<file path="src/rtl/serial_bus_arbiter_if.sv">
// Serial bus arbiter interface: initiator requests, target split/resume
// pulses, and the registered grant/status bundle. master = arbiter side.
interface serial_bus_arbiter_if #(
  parameter int N_INIT = 2
);
  localparam int W = $clog2(N_INIT);

  logic [N_INIT-1:0] req;
  logic              split;
  logic              split_resume;
  logic [N_INIT-1:0] grant;
  logic [W-1:0]      owner_id;
  logic              bus_busy;
  logic              split_pending;
  logic [W-1:0]      split_owner;
  logic              timeout_pulse;

  modport master (
    input  req, split, split_resume,
    output grant, owner_id, bus_busy,
    output split_pending, split_owner, timeout_pulse
  );

  modport slave (
    output req, split, split_resume,
    input  grant, owner_id, bus_busy,
    input  split_pending, split_owner, timeout_pulse
  );
endinterface

</file>
<file path="src/rtl/serial_bus_arbiter.sv">
// Round-robin serial bus arbiter with one parked split and optional
// grant watchdog (define ARB_TIMEOUT_EN). Ports: clk, rst_n, bus (master).
module serial_bus_arbiter #(
  parameter int N_INIT   = 2,
  parameter int HOLD_MAX = 256
) (
  input logic                  clk,
  input logic                  rst_n,
  serial_bus_arbiter_if.master bus
);

  localparam int W = $clog2(N_INIT);

  typedef enum logic [1:0] {
    IDLE,
    GRANT,
    HANDOVER
  } state_t;

  state_t            state_q, state_d;
  logic [N_INIT-1:0] grant_q, grant_d;
  logic [W-1:0]      owner_q, owner_d;
  logic              busy_q, busy_d;
  logic [W-1:0]      last_q, last_d;
  logic              pend_q, pend_d;
  logic [W-1:0]      spown_q, spown_d;
  logic              seen_q, seen_d;
  logic              tmo_q, tmo_d;

  logic              pick_ok;
  logic [W-1:0]      pick;
  logic [W-1:0]      cand;
  int                j;

`ifdef ARB_TIMEOUT_EN
  localparam int CW = $clog2(HOLD_MAX + 1);
  logic [CW-1:0] cnt_q, cnt_d;
  logic          hold_exp;
  assign hold_exp = (cnt_q == CW'(HOLD_MAX - 1));
`else
  logic unused_hold;
  assign unused_hold = |HOLD_MAX;
`endif

  // Round-robin pick starting after last_q; a parked initiator is skipped.
  always_comb begin
    pick_ok = 1'b0;
    pick    = '0;
    cand    = '0;
    j       = 0;
    for (int k = 1; k <= N_INIT; k++) begin
      j = int'(last_q) + k;
      if (j >= N_INIT) j = j - N_INIT;
      cand = j[W-1:0];
      if (!pick_ok && bus.req[cand] &&
          !(pend_q && cand == spown_q)) begin
        pick_ok = 1'b1;
        pick    = cand;
      end
    end
  end

  always_comb begin
    state_d = state_q;
    grant_d = '0;
    owner_d = owner_q;
    busy_d  = 1'b0;
    last_d  = last_q;
    pend_d  = pend_q;
    spown_d = spown_q;
    seen_d  = seen_q;
    tmo_d   = 1'b0;
`ifdef ARB_TIMEOUT_EN
    cnt_d   = cnt_q;
`endif
    // A resume outside IDLE is remembered for the next arbitration.
    if (state_q != IDLE && pend_q && bus.split_resume)
      seen_d = 1'b1;

    unique case (state_q)
      IDLE: begin
        if (pend_q && (bus.split_resume || seen_q)) begin
          pend_d = 1'b0;
          seen_d = 1'b0;
          if (bus.req[spown_q]) begin
            grant_d[spown_q] = 1'b1;
            owner_d = spown_q;
            busy_d  = 1'b1;
            state_d = GRANT;
`ifdef ARB_TIMEOUT_EN
            cnt_d   = '0;
`endif
          end
        end else if (pick_ok) begin
          grant_d[pick] = 1'b1;
          owner_d = pick;
          busy_d  = 1'b1;
          state_d = GRANT;
`ifdef ARB_TIMEOUT_EN
          cnt_d   = '0;
`endif
        end
      end
      GRANT: begin
        grant_d = grant_q;
        busy_d  = 1'b1;
        // Split beats release; a second split while parked is ignored.
        if (bus.split && !pend_q) begin
          pend_d  = 1'b1;
          spown_d = owner_q;
          last_d  = owner_q;
          grant_d = '0;
          busy_d  = 1'b0;
          state_d = HANDOVER;
        end else if (!bus.req[owner_q]) begin
          last_d  = owner_q;
          grant_d = '0;
          busy_d  = 1'b0;
          state_d = HANDOVER;
`ifdef ARB_TIMEOUT_EN
        end else if (hold_exp) begin
          last_d  = owner_q;
          grant_d = '0;
          busy_d  = 1'b0;
          tmo_d   = 1'b1;
          state_d = HANDOVER;
        end else begin
          cnt_d = cnt_q + CW'(1);
`endif
        end
      end
      HANDOVER: begin
        state_d = IDLE;
      end
      default: begin
        state_d = IDLE;
      end
    endcase
  end

  always_ff @(posedge clk or negedge rst_n) begin
    if (!rst_n) begin
      state_q <= IDLE;
      grant_q <= '0;
      owner_q <= '0;
      busy_q  <= 1'b0;
      last_q  <= W'(N_INIT - 1);
      pend_q  <= 1'b0;
      spown_q <= '0;
      seen_q  <= 1'b0;
      tmo_q   <= 1'b0;
    end else begin
      state_q <= state_d;
      grant_q <= grant_d;
      owner_q <= owner_d;
      busy_q  <= busy_d;
      last_q  <= last_d;
      pend_q  <= pend_d;
      spown_q <= spown_d;
      seen_q  <= seen_d;
      tmo_q   <= tmo_d;
    end
  end

`ifdef ARB_TIMEOUT_EN
  always_ff @(posedge clk or negedge rst_n) begin
    if (!rst_n) cnt_q <= '0;
    else        cnt_q <= cnt_d;
  end
`endif

  assign bus.grant         = grant_q;
  assign bus.owner_id      = owner_q;
  assign bus.bus_busy      = busy_q;
  assign bus.split_pending = pend_q;
  assign bus.split_owner   = spown_q;
  assign bus.timeout_pulse = tmo_q;

endmodule
</file>
<file path="src/flat_wrapper.sv">
// flat-port wrapper written by rule: the top's interface ports become plain ports
module serial_bus_arbiter_flat 
#(
  parameter int N_INIT   = 2,
  parameter int HOLD_MAX = 256
)
  (clk, rst_n, bus_req, bus_split, bus_split_resume, bus_grant, bus_owner_id, bus_bus_busy, bus_split_pending, bus_split_owner, bus_timeout_pulse);
  serial_bus_arbiter_if #(.N_INIT(N_INIT)) bus_i ();
  input logic clk;
  input logic rst_n;
  input wire logic [$bits(bus_i.req)-1:0] bus_req;
  input wire logic [$bits(bus_i.split)-1:0] bus_split;
  input wire logic [$bits(bus_i.split_resume)-1:0] bus_split_resume;
  output wire logic [$bits(bus_i.grant)-1:0] bus_grant;
  output wire logic [$bits(bus_i.owner_id)-1:0] bus_owner_id;
  output wire logic [$bits(bus_i.bus_busy)-1:0] bus_bus_busy;
  output wire logic [$bits(bus_i.split_pending)-1:0] bus_split_pending;
  output wire logic [$bits(bus_i.split_owner)-1:0] bus_split_owner;
  output wire logic [$bits(bus_i.timeout_pulse)-1:0] bus_timeout_pulse;
  assign bus_i.req = bus_req;
  assign bus_i.split = bus_split;
  assign bus_i.split_resume = bus_split_resume;
  assign bus_grant = bus_i.grant;
  assign bus_owner_id = bus_i.owner_id;
  assign bus_bus_busy = bus_i.bus_busy;
  assign bus_split_pending = bus_i.split_pending;
  assign bus_split_owner = bus_i.split_owner;
  assign bus_timeout_pulse = bus_i.timeout_pulse;
  serial_bus_arbiter #(.N_INIT(N_INIT), .HOLD_MAX(HOLD_MAX)) u_core (.clk(clk), .rst_n(rst_n), .bus(bus_i));
endmodule
</file>
<file path="config.mk">
export PLATFORM = sky130hd
export DESIGN_NAME = serial_bus_arbiter_flat
export DESIGN_NICKNAME = d
export VERILOG_FILES = /design/src/rtl/serial_bus_arbiter_if.sv /design/src/rtl/serial_bus_arbiter.sv /design/src/flat_wrapper.sv
export SDC_FILE = /design/constraint.sdc
export NUM_CORES = 1
export LEC_CHECK = 0
export CORE_AREA = 2 2 39 41
export CTS_BUF_LIST = sky130_fd_sc_hd__clkbuf_8
export CTS_CLUSTER_SIZE = 8
export DETAILED_ROUTE_END_ITERATION = 8
export DIE_AREA = 0 0 41 43
export PLACE_DENSITY = 0.78
export SETUP_SLACK_MARGIN = 0.1
export SLEW_MARGIN = 10
export SYNTH_ARGS = -nofsm -noshare
export SYNTH_HDL_FRONTEND = slang
export SYNTH_SLANG_ARGS = --single-unit
</file>
<file path="constraint.sdc">
create_clock -name clk -period 2.6 [get_ports clk]
set_input_delay 0.52 -clock clk [delete_from_list [all_inputs] [get_ports clk]]
set_output_delay 0.52 -clock clk [all_outputs]
set_load 0.05 [all_outputs]
</file>
==> flow_metrics.tcl <==
set metrics [dict create \
    startpoint_kind_of_the_worst_setup_timing_path "register" \
    design.die.area_um2 1760 \
    drt-initial-drc-count 10 \
    worst_skew_ns 0.00172 \
    fin_tns_setup_ns 0 \
    cts.sink_count 10 \
    power_density_nw_per_um2 1490 \
    tritoncts.num_buffers 3 \
    grt_setup_unrepaired "false" \
    final_net_count 76 \
    synthesis.area_per_instance_um2 9.90 \
    ant_nets 0 \
    global_route.overflow_total 0 \
    area_growth_pct 31.2 \
    worstHoldStart "u_core.bus.grant[0]" \
    ys_ff_latch 10 \
    first_pass_grt_wire_length_um 1590 \
    crit_slowest_cell "clkdlybuf4s50_1" \
    antenna-diode-count 0 \
    timing.critical_path.slowest_cell_delay_ns 0.88 \
    reg2reg_to "u_core.bus.bus_busy" \
    route.detailed.vias_per_inst 5.36 \
    grt_pass1_vias 392 \
    die_y_um 43 \
    cts_tree "yes" \
    finalSetupViolations 0 \
    post-route-worst-setup-slack_ns 0.411 \
    worstPathRequired_ns 2.08 \
    place_congestion 0.747 \
    path_max_fanout 14 \
    crit_path_capture_type "output port" \
    number_of_antenna_violations_at_the_first_check_in_global_routing 0 \
    final-instance-count-excl-fill 85 \
    ff2ff_path_depth 4 \
    grt_max_degree 15 \
    cts_htree_levels 1 \
    clock_insertion_delay_worst_skew_ns 0.24 \
    achievable-frequency_mhz 457 \
    max_capacitance_violation_count 0 \
    yosysSeqAreaShare_pct 45.4 \
    rrSetupSlack_ns 1.17 \
    dp_hpwl_um 772 \
    cts_hold_buffers 0 \
    vdd_drop_max_uv 572 \
    synth-warning-count 0 \
    run_status "complete, no violations" \
    timing.hold.worst_endpoint "u_core.bus.grant[0]" \
    timing.slew.headroom_pct 66.7 \
    average_wire_length_per_cell_after_detail_routing_um 12.1 \
    ys_types 29 \
    numPortBuffers 11 \
    cp.buffers_inverters 1 \
    route.detailed.drc 0 \
    total_power_mw 1.08 \
    final_period_minus_worst_setup_slack_ns 2.19 \
    numPlacedInstances 81 \
    min-delay-path-class "reg2reg" \
    timing.final.crit_share_pct 84.2 \
    static_leakage_power_nw 0.297 \
    timing.critical_path.max_delay_family "buffers and inverters" \
    cts.root.buffer_cell "clkbuf_8" \
    netlist_instances 56 \
    worstHoldPathCells 2 \
    proportion_of_layout_cells_with_a_drive_suffix_above_1_pct 21.7 \
    post_cts_buffers 0 \
    die-width_um 41 \
    hold_violations 0 \
    worst-slew-pin-transition_ns 0.497 \
    post_cts_resized 0 \
    grtUsageTotal_pct 14.6 \
    synthesis.area_um2 554 \
    cts_buffer_depth 2 \
    timing.critical_path.cells "clkdlybuf4s50_1" \
    worst-endpoint-arrival_ns 1.67 \
    initial_core_util_pct 40.1 \
    regToRegStartpoint "u_core.bus.split_pending" \
    ws_path_type "reg2out" \
    synth.net_count 62 \
    totalWireLength_um 1030 \
    placement_rows 14 \
    routed_vias 456 \
    clk_transition_reported_paths_ns 0.05 \
    dpl_worst_slack_ns 0.616 \
    finalMaxSlewViolations 0 \
    timing.critical_path.from "u_core.bus.split_pending" \
    design.core.area_um2 1380 \
    io-pin-count 13 \
    firstDrtPassIters 4 \
    worstSetupPathDepth 1 \
]
## worst register-to-register path, cell delays in order, from the launching register on
cell	delay, ns
dfrtp_1	0.55
inv_1	0.14
nor4_2	0.30
nor3b_2	0.10
a31o_2	0.22
## placed cells by master, fill, tap and decap left out, types with 2 or more instances in the layout
master and n:
clkdlybuf4s50_1 11, dfrtp_1 9, inv_1 6, nor2_1 4, o21ai_0 4, a21oi_1 4, clkbuf_8 4, a31o_2 2
nand3_1 2, o21a_1 2, nand2_1 2, mux2_2 2
## cells by family after synthesis
group	Yosys count	synth area share, %
DFF	10	45.4
buffers and inverters	8	6.32
other	1	0.677
muxes	3	5.87
and+or+nand+nor	15	17.4
AOI/OAI and AO/OA	19	24.4
## metal layers
| layer | vias to the layer above | routed length [um] | GRT usage (%) |
|---|---|---|---|
| met5 | - | 0 | 0 |
| met4 | 0 | 52 | 14.0 |
| met3 | 5 | 47 | 3.14 |
| met2 | 12 | 452 | 19.4 |
| met1 | 213 | 476 | 18.3 |
| li1 | 226 | - | - |
## cell type report
class / instances / area [um2]
Fill cell: 122 / 657
Multi-Input combinational cell: 38 / 268
Sequential cell: 10 / 251
Timing Repair Buffer: 11 / 110
Clock buffer: 4 / 55.1
Inverter: 6 / 22.5
Tap cell: 16 / 20.0
## cell usage after synthesis
cell,instances,area (um2)
a211o_1,1,8.76
a211o_2,1,10.0
a21oi_1,4,20.0
a21oi_2,1,8.76
a31o_2,2,17.5
a32oi_1,1,8.76
buf_2,1,5.00
buf_4,1,7.51
conb_1,1,3.75
dfrtp_1,9,225
dfstp_2,1,26.3
inv_1,6,22.5
mux2_2,2,22.5
mux2i_1,1,10.0
nand2_1,2,7.51
nand3_1,2,10.0
nand4_1,1,6.26
nor2_1,4,15.0
nor2b_1,1,6.26
nor3_2,1,10.0
nor3b_1,1,7.51
nor3b_2,1,12.5
nor4_2,1,12.5
nor4b_1,1,8.76
o21a_1,2,15.0
o21a_4,1,15.0
o21ai_0,4,20.0
o21ai_1,1,5.00
o22ai_1,1,6.26
## sequential cells by signal, indices dropped and copies added, names as in the netlist
name                      count
u_core.bus.owner_id           1
u_core.bus.split_pending      1
u_core.bus.bus_busy           1
u_core.state_q                2
u_core.bus.split_owner        1
u_core.seen_q                 1
u_core.last_q                 1
u_core.bus.grant              2
## worst max-delay path by stage
stage | slack (ns) | to
2_1_floorplan | 1.06 | u_core.bus.grant[1]
3_3_place_gp | 0.63 | u_core.bus.grant[1]
3_5_place_dp | 0.62 | u_core.bus.grant[1]
4_1_cts | 0.41 | bus_split_pending
5_1_grt | 0.35 | bus_split_pending
6_report | 0.41 | bus_split_pending
## report_power, final
part | total, mW | internal (mW) | leakage [nW] | switching (mW)
clock | 0.193 | 0.133 | 0.0288 | 0.0601
sequential | 0.336 | 0.241 | 0.121 | 0.0947
combinational | 0.551 | 0.228 | 0.147 | 0.324
## per-stage QoR
stage	hold slack, ns	util, %	instance area [um2]
2_1_floorplan	0.224	-	554
3_3_place_gp	0.524	48.6	672
3_5_place_dp	0.535	48.6	672
4_1_cts	0.541	52.5	727
5_1_grt	0.563	52.5	727
6_report	0.537	52.5	727
(Power assumes the default switching activity.)
